--- src/rtl/mem_arb_pkg.sv ---
// Shared types and helpers for the unified-memory arbiter.
package mem_arb_pkg;

  // Owner of the read that is currently in flight (response phase).
  typedef enum logic [1:0] {
    RSP_IDLE = 2'd0,
    RSP_CORE = 2'd1,
    RSP_EXT  = 2'd2
  } rsp_state_e;

  // Width needed to hold 0..starve_max inclusive.
  function automatic int starve_w(input int starve_max);
    return $clog2(starve_max + 1);
  endfunction

  // 32-bit increment that sticks at all-ones instead of wrapping.
  function automatic logic [31:0] sat_inc32(input logic [31:0] v);
    return (v == 32'hFFFF_FFFF) ? v : (v + 32'd1);
  endfunction

endpackage

--- src/rtl/arb_starve_cnt.sv ---
// Saturating wait counter for the external port. Clear has priority over
// increment; at_max_o flags that the external port must win next.
module arb_starve_cnt
  import mem_arb_pkg::*;
#(
  parameter int STARVE_MAX = 8
) (
  input  logic clk_i,
  input  logic rst_i,
  input  logic clr_i,
  input  logic inc_i,
  output logic at_max_o
);

  localparam int            CW    = starve_w(STARVE_MAX);
  localparam logic [CW-1:0] MAX_V = CW'(STARVE_MAX);

  logic [CW-1:0] cnt_r;
  logic [CW-1:0] cnt_nxt_s;

  // Next count: clear wins, otherwise increment until the ceiling.
  always_comb begin
    cnt_nxt_s = cnt_r;
    if (clr_i) begin
      cnt_nxt_s = {CW{1'b0}};
    end else if (inc_i && (cnt_r != MAX_V)) begin
      cnt_nxt_s = cnt_r + CW'(1);
    end else begin
      cnt_nxt_s = cnt_r;
    end
  end

  // Counter register.
  always_ff @(posedge clk_i or posedge rst_i) begin
    if (rst_i) begin
      cnt_r <= {CW{1'b0}};
    end else begin
      cnt_r <= cnt_nxt_s;
    end
  end

  assign at_max_o = (cnt_r == MAX_V);

endmodule

--- src/rtl/mem_arbiter.sv ---
// Two-requester arbiter for the single-ported unified memory.
// Core has fixed priority; the external port wins after STARVE_MAX lost
// cycles. Reads return one cycle after the grant.
// Optional build macro: MEM_ARB_STATS_EN adds grant/conflict counters.
module mem_arbiter
  import mem_arb_pkg::*;
#(
  parameter int XLEN       = 32,
  parameter int STARVE_MAX = 8
) (
  input  logic            clk_i,
  input  logic            rst_i,
  input  logic            core_req_i,
  input  logic            core_we_i,
  input  logic [XLEN-1:0] core_addr_i,
  input  logic [XLEN-1:0] core_wdata_i,
  output logic            core_gnt_o,
  output logic            core_rvalid_o,
  output logic [XLEN-1:0] core_rdata_o,
  input  logic            ext_req_i,
  input  logic            ext_we_i,
  input  logic [XLEN-1:0] ext_addr_i,
  input  logic [XLEN-1:0] ext_wdata_i,
  output logic            ext_gnt_o,
  output logic            ext_rvalid_o,
  output logic [XLEN-1:0] ext_rdata_o,
  output logic            mem_we_o,
  output logic [XLEN-1:0] mem_addr_o,
  output logic [XLEN-1:0] mem_wdata_o,
  input  logic [XLEN-1:0] mem_rdata_i
`ifdef MEM_ARB_STATS_EN
  ,
  output logic [31:0]     core_grants_o,
  output logic [31:0]     ext_grants_o,
  output logic [31:0]     conflict_cnt_o
`endif
);

  logic            core_gnt_s;
  logic            ext_gnt_s;
  logic            ext_starved_s;
  logic            starve_clr_s;
  logic            starve_inc_s;
  rsp_state_e      state_r;
  rsp_state_e      state_nxt_s;
  logic [XLEN-1:0] core_rdata_r;
  logic [XLEN-1:0] ext_rdata_r;

  // Grant selection: starved external port, then core, then external.
  always_comb begin
    core_gnt_s = 1'b0;
    ext_gnt_s  = 1'b0;
    if (rst_i) begin
      core_gnt_s = 1'b0;
      ext_gnt_s  = 1'b0;
    end else if (ext_req_i && ext_starved_s) begin
      ext_gnt_s = 1'b1;
    end else if (core_req_i) begin
      core_gnt_s = 1'b1;
    end else if (ext_req_i) begin
      ext_gnt_s = 1'b1;
    end else begin
      core_gnt_s = 1'b0;
      ext_gnt_s  = 1'b0;
    end
  end

  assign core_gnt_o = core_gnt_s;
  assign ext_gnt_o  = ext_gnt_s;

  // Memory port follows the winner; idle port is driven to zero.
  always_comb begin
    mem_we_o    = 1'b0;
    mem_addr_o  = {XLEN{1'b0}};
    mem_wdata_o = {XLEN{1'b0}};
    if (core_gnt_s) begin
      mem_we_o    = core_we_i;
      mem_addr_o  = core_addr_i;
      mem_wdata_o = core_wdata_i;
    end else if (ext_gnt_s) begin
      mem_we_o    = ext_we_i;
      mem_addr_o  = ext_addr_i;
      mem_wdata_o = ext_wdata_i;
    end else begin
      mem_we_o    = 1'b0;
      mem_addr_o  = {XLEN{1'b0}};
      mem_wdata_o = {XLEN{1'b0}};
    end
  end

  // A cycle lost to the core counts; a win or a dropped request restarts.
  assign starve_inc_s = ext_req_i && core_gnt_s;
  assign starve_clr_s = ext_gnt_s || !ext_req_i;

  arb_starve_cnt #(
    .STARVE_MAX (STARVE_MAX)
  ) u_starve_cnt (
    .clk_i    (clk_i),
    .rst_i    (rst_i),
    .clr_i    (starve_clr_s),
    .inc_i    (starve_inc_s),
    .at_max_o (ext_starved_s)
  );

  // Response FSM state register.
  always_ff @(posedge clk_i or posedge rst_i) begin
    if (rst_i) begin
      state_r <= RSP_IDLE;
    end else begin
      state_r <= state_nxt_s;
    end
  end

  // Response FSM next state: only granted reads produce a response.
  always_comb begin
    state_nxt_s = RSP_IDLE;
    if (core_gnt_s && !core_we_i) begin
      state_nxt_s = RSP_CORE;
    end else if (ext_gnt_s && !ext_we_i) begin
      state_nxt_s = RSP_EXT;
    end else begin
      state_nxt_s = RSP_IDLE;
    end
  end

  // Response FSM outputs: one-cycle rvalid to the owner of the read.
  always_comb begin
    core_rvalid_o = 1'b0;
    ext_rvalid_o  = 1'b0;
    case (state_r)
      RSP_CORE: core_rvalid_o = 1'b1;
      RSP_EXT:  ext_rvalid_o  = 1'b1;
      default: begin
        core_rvalid_o = 1'b0;
        ext_rvalid_o  = 1'b0;
      end
    endcase
  end

  // Capture read data for the winner at the grant edge; hold otherwise.
  always_ff @(posedge clk_i or posedge rst_i) begin
    if (rst_i) begin
      core_rdata_r <= {XLEN{1'b0}};
      ext_rdata_r  <= {XLEN{1'b0}};
    end else begin
      if (core_gnt_s && !core_we_i) begin
        core_rdata_r <= mem_rdata_i;
      end
      if (ext_gnt_s && !ext_we_i) begin
        ext_rdata_r <= mem_rdata_i;
      end
    end
  end

  assign core_rdata_o = core_rdata_r;
  assign ext_rdata_o  = ext_rdata_r;

`ifdef MEM_ARB_STATS_EN
  logic [31:0] core_grants_r;
  logic [31:0] ext_grants_r;
  logic [31:0] conflict_cnt_r;

  // Saturating usage counters: grants per port and contended cycles.
  always_ff @(posedge clk_i or posedge rst_i) begin
    if (rst_i) begin
      core_grants_r  <= 32'd0;
      ext_grants_r   <= 32'd0;
      conflict_cnt_r <= 32'd0;
    end else begin
      if (core_gnt_s) begin
        core_grants_r <= sat_inc32(core_grants_r);
      end
      if (ext_gnt_s) begin
        ext_grants_r <= sat_inc32(ext_grants_r);
      end
      if (core_req_i && ext_req_i) begin
        conflict_cnt_r <= sat_inc32(conflict_cnt_r);
      end
    end
  end

  assign core_grants_o  = core_grants_r;
  assign ext_grants_o   = ext_grants_r;
  assign conflict_cnt_o = conflict_cnt_r;
`endif

endmodule

--- config.mk ---
export PLATFORM = sky130hd
export DESIGN_NAME = mem_arbiter
export DESIGN_NICKNAME = d
export VERILOG_FILES = /design/src/rtl/mem_arb_pkg.sv /design/src/rtl/arb_starve_cnt.sv /design/src/rtl/mem_arbiter.sv
export SDC_FILE = /design/constraint.sdc
export NUM_CORES = 1
export LEC_CHECK = 0
export ABC_AREA = 1
export CORE_AREA = 2 2 116 118
export DETAILED_ROUTE_END_ITERATION = 12
export DIE_AREA = 0 0 118 120
export PLACE_DENSITY = 0.73
export SETUP_SLACK_MARGIN = 0.2
export SYNTH_ARGS = -nofsm -noshare
export SYNTH_HDL_FRONTEND = slang
export SYNTH_HIERARCHICAL = 1
export SYNTH_SLANG_ARGS = --single-unit
--- constraint.sdc ---
create_clock -name clk_i -period 2.9 [get_ports clk_i]
set_clock_uncertainty 0.2 [all_clocks]
set_input_delay 0.87 -clock clk_i [delete_from_list [all_inputs] [get_ports clk_i]]
set_output_delay 0.87 -clock clk_i [all_outputs]
set_load 0.01 [all_outputs]
==> results.json <==
{
  "pre_cts_ws_ps": -889,
  "r2r-end": "ext_rdata_o[21]$_DFFE_PP0P_",
  "synth_top_area_frac": 0.460,
  "routedWlPerCell_um": 20.2,
  "synth-xor-area-share": 0,
  "rows": 42,
  "die_area_um2": 14200,
  "reg2reg_depth": 12,
  "die_h_um": 120,
  "hold_depth": 2,
  "critPathTopFamily": "buffers and inverters",
  "cts_tree": "yes",
  "grt_max_degree": 67,
  "routed_via_density": 4.97,
  "num_io_pins": 299,
  "crit_slowest_cell": "dfrtp_1",
  "clk_path_buf_depth": 2,
  "root_buffer": "clkbuf_16",
  "synthMuxAreaShare": 0,
  "finalCriticalPeriod_ps": 3040,
  "maxSlewHeadroom": 0.739,
  "synthesis.area_um2": 3810,
  "synth_top_area_cell": "dfrtp_1",
  "synth_top_family_by_area": "simple AND/OR/NAND/NOR gates",
  "grt_util_all_layers": 0.286,
  "multi_input_area_um2": 2410,
  "num_antenna_cells": 0,
  "clk_pin_slew_ps": 60,
  "grt_pass1_wl_um": 30600,
  "cp-end-kind": "output port",
  "ys.warnings.count": 6,
  "start_util": 0.293,
  "violations": "negative setup slack",
  "place_congestion": 0.928,
  "setup_viol": 62,
  "final_nets": 1065,
  "dr_total_vias": 5362,
  "drc": 0,
  "required_ps": 1830,
  "synth-seq-area-share": 0.460,
  "p_leak_nw": 4.44,
  "path_class": "flip-flop to output port",
  "slowest_delay_ps": 390,
  "critPathBufInv": 8,
  "crit_arrival_ps": 1970,
  "synth_fa_ha_area_frac": 0.00657,
  "worstPathCellList": "inv_2 -> ha_4 -> nand3_4 -> inv_4 -> inv_2 -> nand2_4 -> nand2_4 -> inv_8 -> buf_12 -> buf_8 -> clkbuf_16 -> nand2_2 -> nand2_1 -> buf_2",
  "yosys.area_share.simple": 0.461,
  "synth_area_per_cell_um2": 6.97,
  "cts.sinks": 70,
  "ys_ff_latch": 70,
  "gr-total-overflow": 0,
  "first_iter_violations": 499,
  "drive_gt1_frac": 0.340,
  "core_um2": 13000,
  "wl_um": 21800,
  "worst_pin_slew_ps": 391,
  "holdBufCountCts": 0,
  "synth.area.top_cells": "dfrtp_1, nand2_1, nand4_1",
  "finalCritPeriodShare": 1.05,
  "powerDensity_nw_per_um2": 430,
  "setup_slack_ps": -137,
  "dr.pass1.iters": 6,
  "r2r_slack_ps": 690,
  "io_buffers": 298,
  "synth_cell_types": 17,
  "placed_cells": 1022,
  "min_from": "core_rdata_o[30]$_DFFE_PP0P_",
  "cts_buffers": 9,
  "grt_pass1_vias": 5006,
  "ant_nets": 0,
  "rsz0062_at_grt": "true",
  "drv_cap": 0,
  "cts_max_level": 3,
  "status": "finished, violations left",
  "path_max_fanout": 5,
  "fin_cells": 1078,
  "synth-compound-area-share": 0.00296,
  "start_kind": "flip-flop",
  "fmax_mhz": 329,
  "vdd_drop_max_uv": 476,
  "fillers": 991,
  "die_x_um": 118,
  "area_delta_synth_final_pct": 130,
  "startpoint": "u_starve_cnt/cnt_r[0]$_DFFE_PP0P_",
  "hpwl_um": 15100,
  "holdCritPathClass": "flip-flop to flip-flop",
  "hold_end": "core_rdata_o[30]$_DFFE_PP0P_",
  "syn_nets": 714,
  "antenna_found_initial": 0,
  "seq_area_um2": 1750,
  "reg2reg_from": "u_starve_cnt/cnt_r[0]$_DFFE_PP0P_",
  "timing.final.max_slew_violations": 0,
  "hold_violations": 0,
  "worstSkewPairLatency_ps": 320,
  "syn_inst": 546
}
## layout make-up
type                            count  area share
Clock buffer                       10      0.0262
Sequential cell                    70       0.200
Inverter                           18      0.0102
Multi-Input combinational cell    420       0.276
Tap cell                          176      0.0252
Clock inverter                      6      0.0107
Timing Repair Buffer              378       0.452
## worst reg2reg max path, cell delays in order, from the launching register on
cell,delay [ps]
dfrtp_1,390
inv_2,90
ha_4,150
nand3_4,80
inv_4,70
inv_2,40
nand2_4,70
buf_4,110
buf_4,340
nand3_2,190
buf_4,220
nand2_1,80
nand2_1,60
## cell usage after synthesis (all sizes together)
cell type	instances
a31oi	1
buf	23
clkbuf	15
clkinv	1
dfrtp	70
ha	2
inv	17
nand2	334
nand3	7
nand4	66
nor2	9
o21ai	1
## per-layer routing
metal,wire (um),global-route usage,vias up
li1,-,-,2452
met2,10200,0.457,316
met4,802,0.0964,0
met5,0,0,-
met3,2340,0.107,67
met1,8460,0.356,2527
## flip-flops by register name, summed over array words and instances (netlist names)
signal,count
core_rdata_o,32
ext_rdata_o,32
state_r,2
u_starve_cnt/cnt_r,4
## power by group
group	internal (mW)	total [mW]	switching, mW
Clock	0.761	1.20	0.438
Sequential	1.13	1.22	0.0885
Combinational	0.751	1.34	0.589
## cells by family after synthesis
group / after synthesis
AO/OA/AOI/OAI: 2
flip-flops: 70
adder cells (fa/ha/maj): 2
AND/OR/NAND/NOR: 416
buffers and inverters: 56
## cells in the final DEF, fill, tap and decap left out, types with 5 or more instances in the layout
cell,instances
dfrtp_1,70
buf_2,26
nand2_4,55
buf_12,16
buf_6,50
nand2_1,208
buf_8,9
nand2_2,71
nand4_1,66
inv_1,8
clkdlybuf4s50_1,228
nor2_1,6
inv_2,5
buf_16,6
clkbuf_16,11
nand3_1,5
buf_4,41
## stage by stage
stage	power, mW	hold slack, ps	area (um2)	TNS [ps]	utilization
floorplan	1.59	305	3810	0	-
detailed placement	2.41	258	7220	-52330	0.556
global placement	2.40	252	7220	-51320	0.556
finish	3.76	269	8750	-3720	0.674
global route	3.92	293	8750	-7560	0.674
CTS	3.70	272	8170	-1320	0.629
## how the worst max path moves through the flow
| stage | cells after the start | slack [ps] | end |
|---|---|---|---|
| global route | 14 | -200 | mem_wdata_o[14] |
| floorplan | 8 | 210 | mem_addr_o[0] |
| finish | 14 | -140 | mem_wdata_o[14] |
| CTS | 14 | -110 | mem_addr_o[19] |
| detailed placement | 9 | -890 | mem_wdata_o[19] |
| global placement | 8 | -860 | mem_addr_o[25] |
## timing repair
item,in CTS,in global routing
resized for setup,417,120
pin swaps,25,34
buffers inserted,24,8
endpoints found under the setup margin,67,98
cloned,6,2
No activity file was read; power rests on OpenSTA's default activity.
